$ cat config.mk
export PLATFORM = sky130hd
export DESIGN_NAME = writeback_stage
export DESIGN_NICKNAME = d
export VERILOG_FILES = /design/src/rtl/wb_pkg.sv /design/src/rtl/wb_op_decode.sv /design/src/rtl/writeback_stage.sv
export SDC_FILE = /design/constraint.sdc
export NUM_CORES = 1
export LEC_CHECK = 0
export ABC_AREA = 1
export CORE_ASPECT_RATIO = 1.4
export CORE_UTILIZATION = 48
export DETAILED_ROUTE_END_ITERATION = 8
export GPL_ROUTABILITY_DRIVEN = 0
export PLACE_DENSITY = 0.81
export SYNTH_ARGS = -nofsm -noshare
export SYNTH_HDL_FRONTEND = slang
export SYNTH_SLANG_ARGS = --single-unit
export TNS_END_PERCENT = 100
$ cat constraint.sdc
create_clock -name clk -period 1.55 [get_ports clk]
set_input_delay 0.31 -clock clk [delete_from_list [all_inputs] [get_ports clk]]
set_output_delay 0.31 -clock clk [all_outputs]
set_load 0.01 [all_outputs]
$ cat src/rtl/wb_pkg.sv
// Shared definitions for the writeback stage: opcodes, opcode classes, FSM states, flag bit positions.
// Latency: n/a (package only).
// Backpressure: n/a (package only).
package wb_pkg;

   // Named opcodes referenced by the decoder; the remaining encodings are grouped by range there.
   localparam logic [4:0] OP_MOV   = 5'h00;
   localparam logic [4:0] OP_MUL   = 5'h03;
   localparam logic [4:0] OP_DIV   = 5'h04;
   localparam logic [4:0] OP_LOAD  = 5'h0B;
   localparam logic [4:0] OP_STORE = 5'h0C;
   localparam logic [4:0] OP_JMP   = 5'h0D;
   localparam logic [4:0] OP_CMP   = 5'h19;
   localparam logic [4:0] OP_HALT  = 5'h1F;

   typedef enum logic [2:0] {
      CLS_REG8,
      CLS_WIDE,
      CLS_STORE,
      CLS_FLOW,
      CLS_CMP,
      CLS_HALT,
      CLS_NONE
   } wb_class_t;

   typedef enum logic [1:0] {
      ST_IDLE,
      ST_HIGH,
      ST_HALT
   } wb_state_t;

   // Bit positions inside the 4-bit {parity, ac, carry, zero} flag word.
   localparam int FLG_ZERO   = 0;
   localparam int FLG_CARRY  = 1;
   localparam int FLG_AC     = 2;
   localparam int FLG_PARITY = 3;

endpackage

$ cat src/rtl/wb_op_decode.sv
// Opcode decoder: maps a 5-bit opcode to its commit class and whether it updates the flag register.
// Latency: purely combinational.
// Backpressure: none (no handshake).
// Ports: opcode in; op_class, flag_upd out.
module wb_op_decode
   import wb_pkg::*;
(
   input  logic [4:0] opcode,
   output wb_class_t  op_class,
   output logic       flag_upd
);

   always_comb begin
      op_class = CLS_NONE;
      flag_upd = 1'b0;
      case (opcode)
         OP_MOV, 5'h01, 5'h02,
         5'h05, 5'h06, 5'h07, 5'h08, 5'h09, 5'h0A, OP_LOAD,
         5'h10, 5'h11, 5'h12, 5'h13, 5'h14, 5'h15: op_class = CLS_REG8;
         OP_MUL, OP_DIV:                           op_class = CLS_WIDE;
         OP_STORE:                                 op_class = CLS_STORE;
         OP_JMP, 5'h0E, 5'h16, 5'h17, 5'h18:       op_class = CLS_FLOW;
         OP_CMP:                                   op_class = CLS_CMP;
         OP_HALT:                                  op_class = CLS_HALT;
         default:                                  op_class = CLS_NONE;
      endcase

      // Move and load copy data without touching flags; every ALU op, MUL/DIV and CMP update them.
      case (opcode)
         5'h01, 5'h02, OP_MUL, OP_DIV, 5'h05, 5'h06, 5'h07, 5'h08, 5'h09, 5'h0A,
         5'h10, 5'h11, 5'h12, 5'h13, 5'h14, 5'h15, OP_CMP: flag_upd = 1'b1;
         default:                                          flag_upd = 1'b0;
      endcase
   end

endmodule

$ cat src/rtl/writeback_stage.sv
// Writeback stage: commits executed instructions to the register file, data memory and flag register.
// Latency: 1 cycle accept-to-strobe; MUL/DIV write the high byte one cycle later (2-cycle throughput).
// Backpressure: in_ready drops while a high-byte write is pending and permanently after HALT (until reset).
// Ports: clk/reset (sync, active-high); in_valid/in_ready handshake with opcode, rd, mem_addr, result,
//        flags_in; reg_we/reg_waddr/reg_wdata, mem_we/mem_waddr/mem_wdata, flags_out, halted.
// Build option WB_RETIRE_CNT_EN adds a 16-bit retire_cnt output counting accepted instructions.
module writeback_stage
   import wb_pkg::*;
#(
   parameter int DATA_W     = 8,
   parameter int REG_ADDR_W = 3,
   parameter int MEM_ADDR_W = 4
) (
   input  logic                  clk,
   input  logic                  reset,
   input  logic                  in_valid,
   output logic                  in_ready,
   input  logic [4:0]            opcode,
   input  logic [REG_ADDR_W-1:0] rd,
   input  logic [MEM_ADDR_W-1:0] mem_addr,
   input  logic [15:0]           result,
   input  logic [3:0]            flags_in,
   output logic                  reg_we,
   output logic [REG_ADDR_W-1:0] reg_waddr,
   output logic [DATA_W-1:0]     reg_wdata,
   output logic                  mem_we,
   output logic [MEM_ADDR_W-1:0] mem_waddr,
   output logic [DATA_W-1:0]     mem_wdata,
   output logic [3:0]            flags_out,
   output logic                  halted
`ifdef WB_RETIRE_CNT_EN
   ,
   output logic [15:0]           retire_cnt
`endif
);

   wb_state_t             state, state_nxt;
   wb_class_t             op_class;
   logic                  flag_upd;
   logic                  accept;
   // High byte of a MUL/DIV result and its destination, held for the second commit cycle.
   logic [REG_ADDR_W-1:0] hi_addr;
   logic [DATA_W-1:0]     hi_data;

   wb_op_decode u_decode (
      .opcode   (opcode),
      .op_class (op_class),
      .flag_upd (flag_upd)
   );

   assign accept = in_valid && in_ready;

   // State register
   always_ff @(posedge clk) begin
      if (reset) state <= ST_IDLE;
      else       state <= state_nxt;
   end

   // Next-state logic
   always_comb begin
      state_nxt = state;
      case (state)
         ST_IDLE: begin
            if (accept && op_class == CLS_WIDE)      state_nxt = ST_HIGH;
            else if (accept && op_class == CLS_HALT) state_nxt = ST_HALT;
         end
         ST_HIGH: state_nxt = ST_IDLE;
         ST_HALT: state_nxt = ST_HALT;
         default: state_nxt = ST_IDLE;
      endcase
   end

   // Outputs decoded from the (registered) state
   always_comb begin
      in_ready = 1'b0;
      halted   = 1'b0;
      case (state)
         ST_IDLE: in_ready = 1'b1;
         ST_HALT: halted   = 1'b1;
         default: ;
      endcase
   end

   // Commit registers. Strobes default low so each write is a single-cycle pulse; address/data
   // hold their last value between writes. Only the low byte of result is ever forwarded for
   // non-WIDE classes, so an undriven high byte cannot reach any output.
   always_ff @(posedge clk) begin
      if (reset) begin
         reg_we    <= 1'b0;
         reg_waddr <= '0;
         reg_wdata <= '0;
         mem_we    <= 1'b0;
         mem_waddr <= '0;
         mem_wdata <= '0;
         flags_out <= '0;
         hi_addr   <= '0;
         hi_data   <= '0;
      end else begin
         reg_we <= 1'b0;
         mem_we <= 1'b0;
         if (state == ST_HIGH) begin
            reg_we    <= 1'b1;
            reg_waddr <= hi_addr;
            reg_wdata <= hi_data;
         end else if (accept) begin
            case (op_class)
               CLS_REG8, CLS_WIDE: begin
                  reg_we    <= 1'b1;
                  reg_waddr <= rd;
                  reg_wdata <= result[DATA_W-1:0];
               end
               CLS_STORE: begin
                  mem_we    <= 1'b1;
                  mem_waddr <= mem_addr;
                  mem_wdata <= result[DATA_W-1:0];
               end
               default: ;
            endcase
            if (op_class == CLS_WIDE) begin
               hi_addr <= rd + REG_ADDR_W'(1);   // wraps r7 -> r0
               hi_data <= result[2*DATA_W-1:DATA_W];
            end
         end
         if (accept && flag_upd) flags_out <= flags_in;
      end
   end

`ifdef WB_RETIRE_CNT_EN
   // Counted at acceptance, so a MUL/DIV retires once despite its two writes.
   always_ff @(posedge clk) begin
      if (reset)       retire_cnt <= '0;
      else if (accept) retire_cnt <= retire_cnt + 16'd1;
   end
`endif

endmodule

# Word level (Yosys, flattened, before mapping)

Memory sizes are Yosys's and may differ from the RTL's.
Cells that the tools add are included.

Add/subtract/negate cells: 1
Equal/unequal tests: 6
Multiplexer cells: 15
Bitwise gates (word level): 2
Reductions and logical operators: 13

Operator list:

| operator                                             | number |
|---|---|
| two-way mux 8 bit                                    | 3 |
| two-way mux 3 bit                                    | 3 |
| two-way mux 1 bit                                    | 6 |
| AND reduction 3 bit                                  | 2 |
| logical AND 1 bit                                    | 4 |
| two-way mux 2 bit                                    | 2 |
| case mux 2 bit (2 select lines)                      | 1 |
| nonzero test 2 bit                                   | 2 |
| adder 3 x 1 -> 3 bit (second input constant)         | 1 |
| equality test 3 x 1 -> 1 bit (second input constant) | 1 |
| equality test 3 x 2 -> 1 bit (second input constant) | 1 |
| equality test 3 bit (second input constant)          | 1 |
| logical NOT 3 bit                                    | 1 |
| != test 3 bit (second input constant)                | 1 |
| OR reduction 3 bit                                   | 1 |
| equality test 2 x 1 -> 1 bit (second input constant) | 1 |
| equality test 2 bit (second input constant)          | 1 |
| logical NOT 2 bit                                    | 1 |
| NOT 1 bit                                            | 2 |
| AND reduction 2 bit                                  | 1 |
| OR reduction 2 bit                                   | 1 |

Flip-flop bits (word level): 42
Bits in read-only memories: 128
Input bits: 35
Output and inout port bits: 31
Word-level logic and storage cells: 49
Memories: 2

Memories:

| name            | depth | bits a word | rd ports | clocked after memory_dff | write ports | RTL line           | source |
|---|---|---|---|---|---|---|---|
| (no name shown) | 32    | 3           | 1        | 0                        | 0           | wb_op_decode.sv:16 | `case (opcode)` |
| (no name shown) | 32    | 1           | 1        | 0                        | 0           | wb_op_decode.sv:29 | `case (opcode)` |

# Depth between registers and ports, before layout

Depth in word-level cells: 7
Depth in mapped cells: 12
Gate-level depth less buffers: 11

# Cells and area by module

A second synthesis with hierarchy kept.

Cell total of the unflattened synthesis: 340
Area, all modules: 2194.6 um2

Modules (own cells, without submodules):

| module          | times used | cells an instance | area each (um2) |
|---|---|---|---|
| writeback_stage | 1          | 297               | 1928.1 |
| wb_op_decode    | 1          | 43                | 266.5 |

# Worst setup path before layout

OpenSTA, ideal clock, no wires.

Kind: input-to-reg
Start: input opcode[1]
End: register mem_wdata[2]
Data arrival time: 1380 ps
Path slack: 107 ps
Cell stages on the path: 10
Path through: inv_1 > ha_1 > a21oi_4 > nand3_2 > nand2_2 > nand2_2 > nor2_4 > buf_6 > nor2_2 > nor2_2

Cells in the longest elaborated chain, start to end: 3

RTL lines:

| what                                 | RTL line               | source |
|---|---|---|
| start, declared                      | writeback_stage.sv:18  | `input logic [4:0] opcode,` |
| memory read (32 x 3 bit)             | -                      |  |
| equality test 3 x 2 -> 1 bit         | writeback_stage.sv:106 | `case (op_class)` |
| AND reduction 3 bit (no source line) | -                      |  |
| end signal, assigned                 | writeback_stage.sv:115 | `mem_wdata <= result[DATA_W-1:0];` |
| end, declared                        | writeback_stage.sv:28  | `output logic [DATA_W-1:0] mem_wdata,` |

Every way passes these cells.
A chain may end at the register's enable or synchronous reset.

# Worst setup path after layout

Start: register mem_wdata[1]
End: output mem_wdata[1]

No word-level cell between the ends.

==> flow_summary.json <==
{
  "synth-edff-count": 0,
  "design.final.nets": 447,
  "finalSetupViolations": 0,
  "busiest_layer": "met2",
  "synth_common_cells": "sky130_fd_sc_hd__nand2_1 (57), sky130_fd_sc_hd__inv_1 (46), sky130_fd_sc_hd__dfxtp_1 (42)",
  "drive_gt1_frac": 0.236,
  "hold-path-cell-count": 2,
  "max_cap_viol_count": 0,
  "yosys-mux-area-fraction": 0.0537,
  "mappedNetlistNets": 364,
  "largest_family_of_logic_cells_by_synthesized_area": "simple AND/OR/NAND/NOR gates",
  "antenna_found_initial": 0,
  "synth_top_area_share": 0.365,
  "antenna_violating_nets_post_route": 0,
  "netlist_area_pre_place_um2": 2300,
  "instances_no_fill": 469,
  "std_cell_rows": 29,
  "max_slew.worst_pin.slew_ns": 0.265,
  "synth_xor_area_frac": 0.00380,
  "groute.layer.met3.usage": 0.0543,
  "period_share": 0.976,
  "skew_ns": 0.00713,
  "power_mw": 2.79,
  "peakVddDrop_mv": 0.541,
  "grt.met2_usage": 0.436,
  "antenna_cells_inserted": 0,
  "ctsRootBufferMaster": "sky130_fd_sc_hd__clkbuf_8",
  "vias": 2389,
  "grt-ovfl-total": 0,
  "cts_buffers": 5,
  "viasPerCell": 5.09,
  "timing.final.crit_period_ns": 1.51,
  "worst-path-max-fanout": 2,
  "synthesis.instances": 323,
  "clock_path_buffers": 2,
  "asyncSetResetFlopFracSynth": 0,
  "clock_sink_count": 42,
  "hold_viol_final": 0,
  "synth_top_area_cell": "sky130_fd_sc_hd__dfxtp_1",
  "cp-start-kind": "flop",
  "route.detailed.wl_per_inst_um": 13.5,
  "drt_first_iter_violations": 133,
  "core-area_um2": 4570,
  "chipWidth_um": 60.6,
  "fraction_of_the_mapped_netlist_area_in_compound_gates": 0.0765,
  "placed_cells": 452,
  "count_of_final_max_slew_check_failures": 0,
  "area_growth_pct": 49.4,
  "final_core_utilization": 0.753,
  "port_buffers": 65,
  "grt_use_met1": 0.298,
  "hpwl_detailed_mm": 4.06,
  "grt_pass1_wl_mm": 10.1,
  "clock_latency_ns": 0.30,
  "route.final.wire_length_mm": 6.35,
  "ys_dominant_reg_cell": "sky130_fd_sc_hd__dfxtp_1",
  "setup_tns_ns": 0,
  "critical_path_required_ns": 1.24,
  "synth.lib_cells_used.distinct": 23,
  "die_ar_um2": 5090,
  "worst_ep_arrival_time_ns": 1.20,
  "cp_cell_sequence": "clkdlybuf4s50_1",
  "hp_class": "reg -> reg",
  "holdBufCountCts": 0,
  "critical-path-top-delay-family": "buffers and inverters",
  "pin_count": 66,
  "leading_cell_type_by_number_of_instances_after_synthesis": "sky130_fd_sc_hd__nand2_1",
  "dr.pass1.iters": 5,
  "critPathCaptureType": "primary output",
  "post_synth_fa_ha_maj_area_fraction": 0.0326,
  "max_freq_mhz": 661,
  "synth-simple-area-share": 0.334,
  "die_height_um": 84.0,
  "route.detailed.drc": 0,
  "synth_sequential_area_ratio": 0.365,
  "grt_max_degree": 39,
  "grtUsageTotal": 0.261,
  "cts.reportedPaths.clkPinSlew_ns": 0.08,
  "yosysWarningCount": 0,
  "timing.critical_path.slowest_stage_cell": "sky130_fd_sc_hd__clkdlybuf4s50_1",
  "tritoncts": "done",
  "worstSetupPathDepth": 1,
  "run_status": "finished clean",
  "relSlewSlack": 0.823,
  "unrepaired_setup_endpoints_after_global_routing": "yes",
  "pwr_density_cell_nw_per_um2": 810,
  "flop_and_latch_count_out_of_synthesis": 42,
  "synth.top_cells.by_area": "sky130_fd_sc_hd__dfxtp_1 (36%), sky130_fd_sc_hd__nand2_1 (9.3%), sky130_fd_sc_hd__inv_1 (7.5%)",
  "path_class": "reg -> out",
  "first_global_vias": 2305,
  "syn-mean-instance-area_um2": 7.14,
  "timing.critical_path.buf_inv": 1,
  "initial_core_util": 0.504,
  "r2r_cells": 9,
  "cts.htree.levels": 2,
  "largest_stage_delay_on_the_critical_path_ns": 0.57,
  "leakagePower_nw": 1.67,
  "finalHoldWorstSlack_ns": 0.450
}
-- sequential cells by signal, indices dropped and copies added, names as in the netlist --
name       flops
hi_addr        3
mem_wdata      8
flags_out      4
hi_data        8
reg_waddr      3
reg_wdata      8
mem_we         1
reg_we         1
mem_waddr      4
state          2
-- worst paths after layout --
path           startpoint  slack [ns]            to
max          mem_wdata[1]        0.04  mem_wdata[1]
min          flags_out[2]        0.45  flags_out[2]
max reg2reg      state[1]        0.11  mem_wdata[7]
min reg2reg  flags_out[2]        0.45  flags_out[2]
-- logic make-up (layout without fill, tap and decap cells) --
| family | after synthesis | after routing |
|---|---|---|
| xor+xnor | 1 | 1 |
| fa+ha+maj | 6 | 6 |
| buf+inv | 68 | 152 |
| compound gates | 33 | 33 |
| mux | 11 | 11 |
| simple gates | 162 | 162 |
| flops | 42 | 42 |
-- per-layer routing --
metal / part of all wire / vias to the layer above
li1: - / 1181
met5: 0 / -
met2: 0.52 / 95
met1: 0.39 / 1091
met3: 0.050 / 22
met4: 0.037 / 0
-- report_power, final --
part	switching (mW)	internal, mW	total, mW
clock	0.389	0.318	0.708
combinational	0.414	0.456	0.870
sequential	0.0478	1.16	1.21
-- cell usage in the layout, fill, tap and decap left out, drive strengths merged --
master | netlist | routed
a21oi | 29 | 29
buf | 15 | 29
clkbuf | 4 | 10
clkdlybuf4s15 | 0 | 1
clkdlybuf4s50 | 0 | 51
clkinv | 0 | 2
dfxtp | 42 | 42
dlygate4sd2 | 0 | 3
dlymetal6s2s | 0 | 7
ha | 6 | 6
inv | 49 | 49
mux2 | 11 | 11
nand2 | 60 | 60
nand3 | 33 | 33
nand4 | 12 | 12
nor2 | 55 | 55
nor3 | 2 | 2
o21ai | 4 | 4
xnor2 | 1 | 1
-- final cells by class --
cell class              instances  area [um^2]
multi-input cells             213         1210
fillers                       360         1130
repair buffers                 95         1040
flip-flops and latches         42          841
inverters                      49          186
well taps                      62         77.6
clock buffers                   6         72.6
clock inverters                 2         13.8
-- stage by stage --
step | area, um^2 | setup slack (ns)
2_1_floorplan | 2300 | 0.107
3_3_place_gp | 3130 | -0.581
3_5_place_dp | 3130 | -0.610
4_1_cts | 3390 | 0.00259
5_1_grt | 3440 | -0.00128
6_report | 3440 | 0.0370
-- repair_timing --
action                                  4_1_cts  5_1_grt
pin swaps                                     5        5
gates cloned                                  3        1
gates resized for setup                      24       19
setup buffers                                 5        0
endpoints found under the setup margin       44       45
No activity file was read; power rests on OpenSTA's default activity.
